--- src/rtl/mem_arbiter_pkg.sv ---
// mem_arbiter_pkg: shared FSM states, requester ids and default word width
`ifndef WORD_WIDTH
`define WORD_WIDTH 32
`endif
package mem_arbiter_pkg;
  typedef enum logic [1:0] {IDLE, ACCESS, RESP} state_e;
  typedef enum logic [1:0] {ID_IF, ID_LD, ID_ST} req_id_e;
endpackage

--- src/rtl/mem_arb_select.sv ---
// mem_arb_select: fixed-priority pick (st > ld > if) with fetch starvation override
module mem_arb_select
  import mem_arbiter_pkg::*;
#(
  parameter int STARVE_LIMIT = 4
) (
  input  logic    clk,
  input  logic    rst,
  input  logic    arb_i,
  input  logic    if_req_i,
  input  logic    ld_req_i,
  input  logic    st_req_i,
  output req_id_e grant_o
);
  logic [3:0] cnt_q, cnt_d;
  logic       starved;
  assign starved = if_req_i && cnt_q == 4'(STARVE_LIMIT);
  always_comb begin
    grant_o = starved ? ID_IF : st_req_i ? ID_ST : ld_req_i ? ID_LD : ID_IF;
    cnt_d   = !arb_i ? cnt_q :
              grant_o == ID_IF ? '0 :
              (if_req_i && cnt_q < 4'(STARVE_LIMIT)) ? cnt_q + 4'd1 : cnt_q;
  end
  always_ff @(posedge clk) cnt_q <= rst ? '0 : cnt_d;
endmodule

--- src/rtl/mem_arbiter.sv ---
// mem_arbiter: serialises fetch/load/store onto a single-port memory, one access per 3 cycles
`ifndef WORD_WIDTH
`define WORD_WIDTH 32
`endif
module mem_arbiter
  import mem_arbiter_pkg::*;
#(
  parameter int W            = `WORD_WIDTH,
  parameter int STARVE_LIMIT = 4
) (
  input  logic         clk,
  input  logic         rst,
  input  logic         if_req,
  input  logic [W-1:0] if_addr,
  output logic         if_done,
  input  logic         ld_req,
  input  logic [W-1:0] ld_addr,
  output logic         ld_done,
  input  logic         st_req,
  input  logic [W-1:0] st_addr,
  input  logic [W-1:0] st_data,
  output logic         st_done,
  output logic [W-1:0] rd_data,
  output logic         mem_read_en,
  output logic         mem_write_en,
  output logic [W-1:0] mem_addr,
  output logic [W-1:0] mem_wdata,
  input  logic [W-1:0] mem_rdata,
  output logic         busy
);
  state_e       state_q, state_d;
  req_id_e      id_q, id_d, grant;
  logic [W-1:0] addr_q, addr_d, wdata_q, wdata_d, rd_q, rd_d;
  logic         take;
  assign take = state_q == IDLE && (if_req || ld_req || st_req);
  mem_arb_select #(.STARVE_LIMIT(STARVE_LIMIT)) u_sel (
    .clk      (clk),
    .rst      (rst),
    .arb_i    (take),
    .if_req_i (if_req),
    .ld_req_i (ld_req),
    .st_req_i (st_req),
    .grant_o  (grant)
  );
  // operands are captured only on the IDLE->ACCESS edge so requesters cannot disturb an access
  always_comb begin
    state_d = state_q == IDLE ? (take ? ACCESS : IDLE) : state_q == ACCESS ? RESP : IDLE;
    id_d    = take ? grant : id_q;
    addr_d  = !take ? addr_q : grant == ID_ST ? st_addr : grant == ID_LD ? ld_addr : if_addr;
    wdata_d = take ? st_data : wdata_q;
    rd_d    = (state_q == ACCESS && id_q != ID_ST) ? mem_rdata : rd_q;
  end
  always_ff @(posedge clk) begin
    state_q <= rst ? IDLE : state_d;
    id_q    <= rst ? ID_IF : id_d;
    rd_q    <= rst ? '0 : rd_d;
    addr_q  <= addr_d;
    wdata_q <= wdata_d;
  end
  assign mem_read_en  = state_q == ACCESS && id_q != ID_ST;
  assign mem_write_en = state_q == ACCESS && id_q == ID_ST;
  assign mem_addr     = addr_q;
  assign mem_wdata    = wdata_q;
  assign if_done      = state_q == RESP && id_q == ID_IF;
  assign ld_done      = state_q == RESP && id_q == ID_LD;
  assign st_done      = state_q == RESP && id_q == ID_ST;
  assign rd_data      = rd_q;
  assign busy         = state_q != IDLE;
endmodule
--- config.mk ---
export PLATFORM = sky130hd
export DESIGN_NAME = mem_arbiter
export DESIGN_NICKNAME = d
export VERILOG_FILES = /design/src/rtl/mem_arbiter_pkg.sv /design/src/rtl/mem_arb_select.sv /design/src/rtl/mem_arbiter.sv
export SDC_FILE = /design/constraint.sdc
export NUM_CORES = 1
export LEC_CHECK = 0
export ABC_CLOCK_PERIOD_IN_PS = 4900
export CAP_MARGIN = 40
export CORE_AREA = 5 5 130 107
export DETAILED_ROUTE_END_ITERATION = 12
export DIE_AREA = 0 0 135 112
export PLACE_DENSITY = 0.79
export REMOVE_ABC_BUFFERS = 1
export SYNTH_ARGS = -nofsm -noshare
export SYNTH_HDL_FRONTEND = slang
export SYNTH_HIERARCHICAL = 1
export SYNTH_SLANG_ARGS = --single-unit
--- constraint.sdc ---
create_clock -name clk -period 4.9 [get_ports clk]
set_input_delay 0.98 -clock clk [delete_from_list [all_inputs] [get_ports clk]]
set_output_delay 0.98 -clock clk [all_outputs]
set_load 0.05 [all_outputs]
Word level (Yosys, flattened, before mapping)
Index checks and enable logic that the tools add are counted.

word-level totals
  bits in registers = 104
  output and inout bits = 102

operators by class
  add/subtract/negate cells = 1
  order comparisons = 1
  reductions and logical operators = 16
  mux-type cells = 10
  equality and inequality tests = 8

operators with widths
  operator             number
  $mux 32              2
  $logic_and 1x1->1    8
  $mux 2               4
  $mux 4               2
  $eq 2x1->1 const B   3
  $eq 2x2->1 const B   3
  $logic_not 2->1      3
  $add 4x1->4 const B  1
  $eq 4x3->1 const B   1
  $lt 4x3->1 const B   1
  $reduce_bool 2->1    2
  $logic_or 1x1->1     2
  $mux 1               2
  $ne 2x2->1 const B   1
  $reduce_and 2->1     1

Longest topological paths before layout
  word-level depth = 6
  mapped depth = 9
  gate-level depth less buffers = 7

By module
Netlist, hierarchy kept.

by module, submodules not included
  module          area each (µm²)  instances  seq. area each (µm²)  cells each
  mem_arbiter     4377.9           1          2642.5                380
  mem_arb_select  265.3            1          80.1                  33

Worst setup path after synthesis
No wires, ideal clock.

  path type = input port to flip-flop
  start point = input port ld_req
  end point = register u_sel.cnt_q[0]
  path buffers = 0
  setup time = 0.070 ns
  stages on the path = 5
  setup slack = 1.391 ns
  arrival = 3.440 ns
  cell sequence = nor3_1 -> nor2_2 -> and4bb_2 -> a21oi_1 -> a21oi_1

on the way
  elaborated cells between the ends (all ways) = 10
  classes of those cells = mux: 4; reduce/logical: 6

RTL lines
  item                           RTL line              text
  start, declared                mem_arbiter.sv:16     input logic ld_req,
  $logic_or 1x1->1 (2 in a row)  mem_arbiter.sv:35     assign take = state_q == IDLE && (if_req || ld_req || st_req);
  $logic_and 1x1->1              mem_arbiter.sv:35
  via take                       mem_arbiter.sv:34     logic take;
  $reduce_and 2->1 (no line)     --
  end signal, assigned           mem_arb_select.sv:24  always_ff @(posedge clk) cnt_q <= rst ? '0 : cnt_d;
  end, declared                  mem_arb_select.sv:15  logic [3:0] cnt_q, cnt_d;

The timed path passes the listed nets, and every way through them passes these cells.
A chain may end at the register's enable or synchronous reset.

Worst setup path after layout
  start point = register state_q[1]
  end point = output port mem_write_en

on the way
  cells in the longest elaborated chain, start to end = 2

ends and longest elaborated chain
  item                    RTL line           text
  start, declared         mem_arbiter.sv:31  state_e state_q, state_d;
  start signal, assigned  mem_arbiter.sv:54  state_q <= rst ? IDLE : state_d;
  $eq 2x1->1              mem_arbiter.sv:61  assign mem_write_en = state_q == ACCESS && id_q == ID_ST;
  $logic_and 1x1->1       mem_arbiter.sv:61
  end, declared           mem_arbiter.sv:25  output logic mem_write_en,

No other way between the ends.

==> results_tabular.tex <==
\begin{tabular}{lr}
\hline
Metric & Value \\
\hline
\multicolumn{2}{l}{\textbf{Worst setup path}} \\
Critical Path Source Type & flip-flop \\
Worst Path Required & 3.92 ns \\
Type of destination of the critical path & output port \\
Critical path arrival & 2.25 ns \\
Critical-path maximum fanout & 35 \\
Category of the critical setup timing path & flip-flop to output port \\
\multicolumn{2}{l}{\textbf{STA}} \\
Maximum clock frequency & 309.3 MHz \\
Fin Clk Skew & 0.009694 ns \\
Hold Violations, Final & 0 \\
Slew Viols, Final & 0 \\
Transition time at the pin with the least slew margin & 0.8897 ns \\
RSZ-0062 raised after global routing & false \\
Number of setup violations in the final report & 0 \\
Final worst path period need & 3.233 ns \\
Post-route clock period utilization & 65.99\% \\
Slew Limit Headroom & 40.56\% \\
Worst setup slack after layout & 1.667 ns \\
\multicolumn{2}{l}{\textbf{Power and ir drop}} \\
Sequential share of power & 41.6\% \\
Net Switching & 0.8594 mW \\
Clock Power Share & 27.0\% \\
Total power density per cell area & 331.3 mW/mm2 \\
Largest vdd supply drop & 245.2 uV \\
P\_int & 1.709 mW \\
Combinational share of power & 31.4\% \\
Final total power & 2.568 mW \\
P\_leak & 2.673 nW \\
Fraction of power spent switching nets & 33.47\% \\
\multicolumn{2}{l}{\textbf{Logic synthesis}} \\
Total standard cell area after synthesis & 0.004643 mm2 \\
Fraction of registers with async set/reset & 0\% \\
Distinct cell type count after synthesis & 33 \\
Leading post-synthesis cells by cell area & edfxtp\_1 41\%, dfxtp\_1 17\%, mux2i\_1 7.3\%, a21oi\_1 7.2\%, a211oi\_1 5.3\% \\
Share of the yosys chip area belonging to registers & 58.64\% \\
Dominant cell by count in the synthesized netlist & a21oi\_1 \\
Mapped Avg Cell Area & 11.24 um2 \\
Count of warnings emitted by yosys & 6 \\
Top cell types by occurrence after synthesis & 67 x a21oi\_1, 64 x edfxtp\_1, 40 x dfxtp\_1, 36 x nand3\_1, 35 x nor2b\_1 \\
Number of synthesized flops with an enable pin & 64 \\
Post-synthesis instance total & 413 \\
Library cell with the largest summed area after synthesis & edfxtp\_1 \\
Most frequently used flop master after synthesis & edfxtp\_1 \\
Top-area cell type share of the netlist area & 41.39\% \\
Number of flip-flops and latches in the synthesized netlist & 104 \\
\multicolumn{2}{l}{\textbf{Clocking}} \\
Worst-skew pair later-pin latency & 0.34 ns \\
Total of hold buffers inserted after clock tree synthesis & 0 \\
CTS H-tree lvls & 3 \\
TritonCTS Sinks & 104 \\
TritonCTS buffer count & 9 \\
Number of gates resized after CTS & 0 \\
Clock Pin Slew Worst Setup and Hold Paths & 0.07 ns \\
Cell at the root of the clock tree & clkbuf\_16 \\
Clock tree from TritonCTS & built \\
Number of buffers inserted by post-CTS setup repair & 0 \\
Longest Clk Path Bufs & 2 \\
\multicolumn{2}{l}{\textbf{Detailed routing}} \\
Wire per inst & 17.81 um \\
Routed met3 length & 1.787 mm \\
Detailed Route WL & 15.05 mm \\
Number of search-and-repair iterations in the first detailed-routing pass & 4 \\
Max layer used & met4 \\
DRC marker count from the first detailed-route iteration & 221 \\
Number of vias in the routed layout & 4258 \\
Number of routed nets with antenna violations & 0 \\
Via/cell ratio & 5.039 \\
Met2 WL post-DR & 7.290 mm \\
Number of design rule violations left after detail routing & 0 \\
Met1 routed wirelength after detailed routing & 5.521 mm \\
\multicolumn{2}{l}{\textbf{Die}} \\
Placement row count & 37 \\
Horizontal extent of the die & 135 um \\
Effective utilization at floorplan & 37.01\% \\
Top-Level Pins & 267 \\
Core Region & 0.01255 mm2 \\
Overall die area & 0.01512 mm2 \\
Die Height & 112 um \\
\multicolumn{2}{l}{\textbf{Global routing}} \\
Number of antenna violations at the first check in global routing & 1 \\
Overflow after GRT & 0 \\
Pin count of the biggest net entering global routing & 60 \\
Number of global-route vias before repair & 4321 \\
Global router's overall resource usage & 19.09\% \\
First-pass GRT wire length & 22.80 mm \\
\multicolumn{2}{l}{\textbf{Min path}} \\
Worst min-delay path category & flip-flop to flip-flop \\
\multicolumn{2}{l}{\textbf{Placed design}} \\
Instance count after placement with tap cells included & 828 \\
Pre-CTS setup slack & 1.424 ns \\
Count of buffers from port buffering & 266 \\
Routability congestion estimate from global placement & 0.8497 \\
Placed wire-length estimate after detailed placement & 11.41 mm \\
\multicolumn{2}{l}{\textbf{Finish}} \\
Area grow syn2layout & 66.91\% \\
Count of nets after finishing & 831 \\
Fraction of layout cells with a size suffix above 1 & 5.082\% \\
Final cell count without fillers & 845 \\
\multicolumn{2}{l}{\textbf{Flow run}} \\
\# Max-Cap Violations & 0 \\
\multicolumn{2}{l}{\textbf{Outcome}} \\
Outcome & finished clean \\
\hline
\end{tabular}
-- metal layers --
| layer | vias to the layer above | global-route usage, % |
|---|---|---|
| met5 | - | 0 |
| met4 | 0 | 7.253 |
| met3 | 30 | 8.582 |
| met2 | 208 | 32.82 |
| met1 | 1977 | 20.65 |
| li1 | 2043 | - |
-- logic make-up (layout without fill, tap and decap cells) --
group | count (synthesis) | after routing | synth area share, %
flip-flops | 104 | 104 | 58.64
multiplexers | 34 | 34 | 7.330
AND/OR/NAND/NOR | 98 | 98 | 12.26
buffers and inverters | 39 | 295 | 4.554
AO/OA/AOI/OAI | 136 | 136 | 16.68
adder cells (fa/ha/maj) | 2 | 2 | 0.5389
other | 0 | 1 | 0
-- layout by cell type (no fill, tap or decap), types with 6 or more instances in the layout --
| cell | instances |
|---|---|
| clkdlybuf4s50_1 | 266 |
| a21oi_1 | 66 |
| edfxtp_1 | 64 |
| dfxtp_1 | 40 |
| nand3_1 | 36 |
| mux2i_1 | 34 |
| nor2b_1 | 34 |
| a211oi_1 | 33 |
| o21ai_0 | 28 |
| clkbuf_16 | 9 |
| nand2b_1 | 7 |
| buf_4 | 7 |
| nor2_1 | 6 |
-- flip-flops by register name (all words and copies together), names as in the netlist --
signal and cells:
state_q 2, rd_data 32, u_sel/cnt_q 4, mem_addr 32
id_q 2, mem_wdata 32
-- power groups by stage --
stage	combinational, mW	sequential [mW]	clock [mW]
after CTS	0.813	1.07	0.715
final	0.808	1.07	0.692
after detailed placement	0.810	1.09	0
after floorplan	0.179	1.36	0
after global routing	0.850	1.08	0.747
after global placement	0.793	1.08	0
-- path summary, 6_finish.rpt --
| check | slack, ns | from | cells after the start | to |
|---|---|---|---|---|
| max | 1.67 | state_q[1]$_SDFF_PP0_ | 3 | mem_write_en |
| min | 0.48 | u_sel/cnt_q[3]$_SDFFE_PP0P_ | 2 | u_sel/cnt_q[3]$_SDFFE_PP0P_ |
| max reg2reg | 2.21 | u_sel/cnt_q[0]$_SDFFE_PP0P_ | 8 | mem_addr[20]$_DFFE_PP_ |
| min reg2reg | 0.48 | u_sel/cnt_q[3]$_SDFFE_PP0P_ | 2 | u_sel/cnt_q[3]$_SDFFE_PP0P_ |
-- layout make-up --
cell class              count  area, um2
repair buffers            276       2766
well taps                 175      219.0
diodes                      1      2.502
clock inverters             7      63.81
clock buffers               9      225.2
multi-input cells         270       1739
flip-flops and latches    104       2723
fillers                   992       4796
inverters                   3      11.26
-- worst max-delay path, stage by stage (launching register included) --
cell and delay (ns):
dfxtp_1 0.34, nand2b_2 0.48, nor2_1 0.25, clkdlybuf4s50_1 0.83
-- per-stage QoR --
step / util, % / area (um2) / TNS [ns] / hold slack, ns
floorplan: - / 4443 / -57.06 / 0.4219
global placement: 59.20 / 7427 / 0 / 0.4368
detailed placement: 59.45 / 7458 / 0 / 0.4613
CTS: 61.75 / 7747 / 0 / 0.4709
global route: 61.77 / 7750 / 0 / 0.4866
finish: 61.77 / 7750 / 0 / 0.4785
Power figures use the tool's default switching activity.
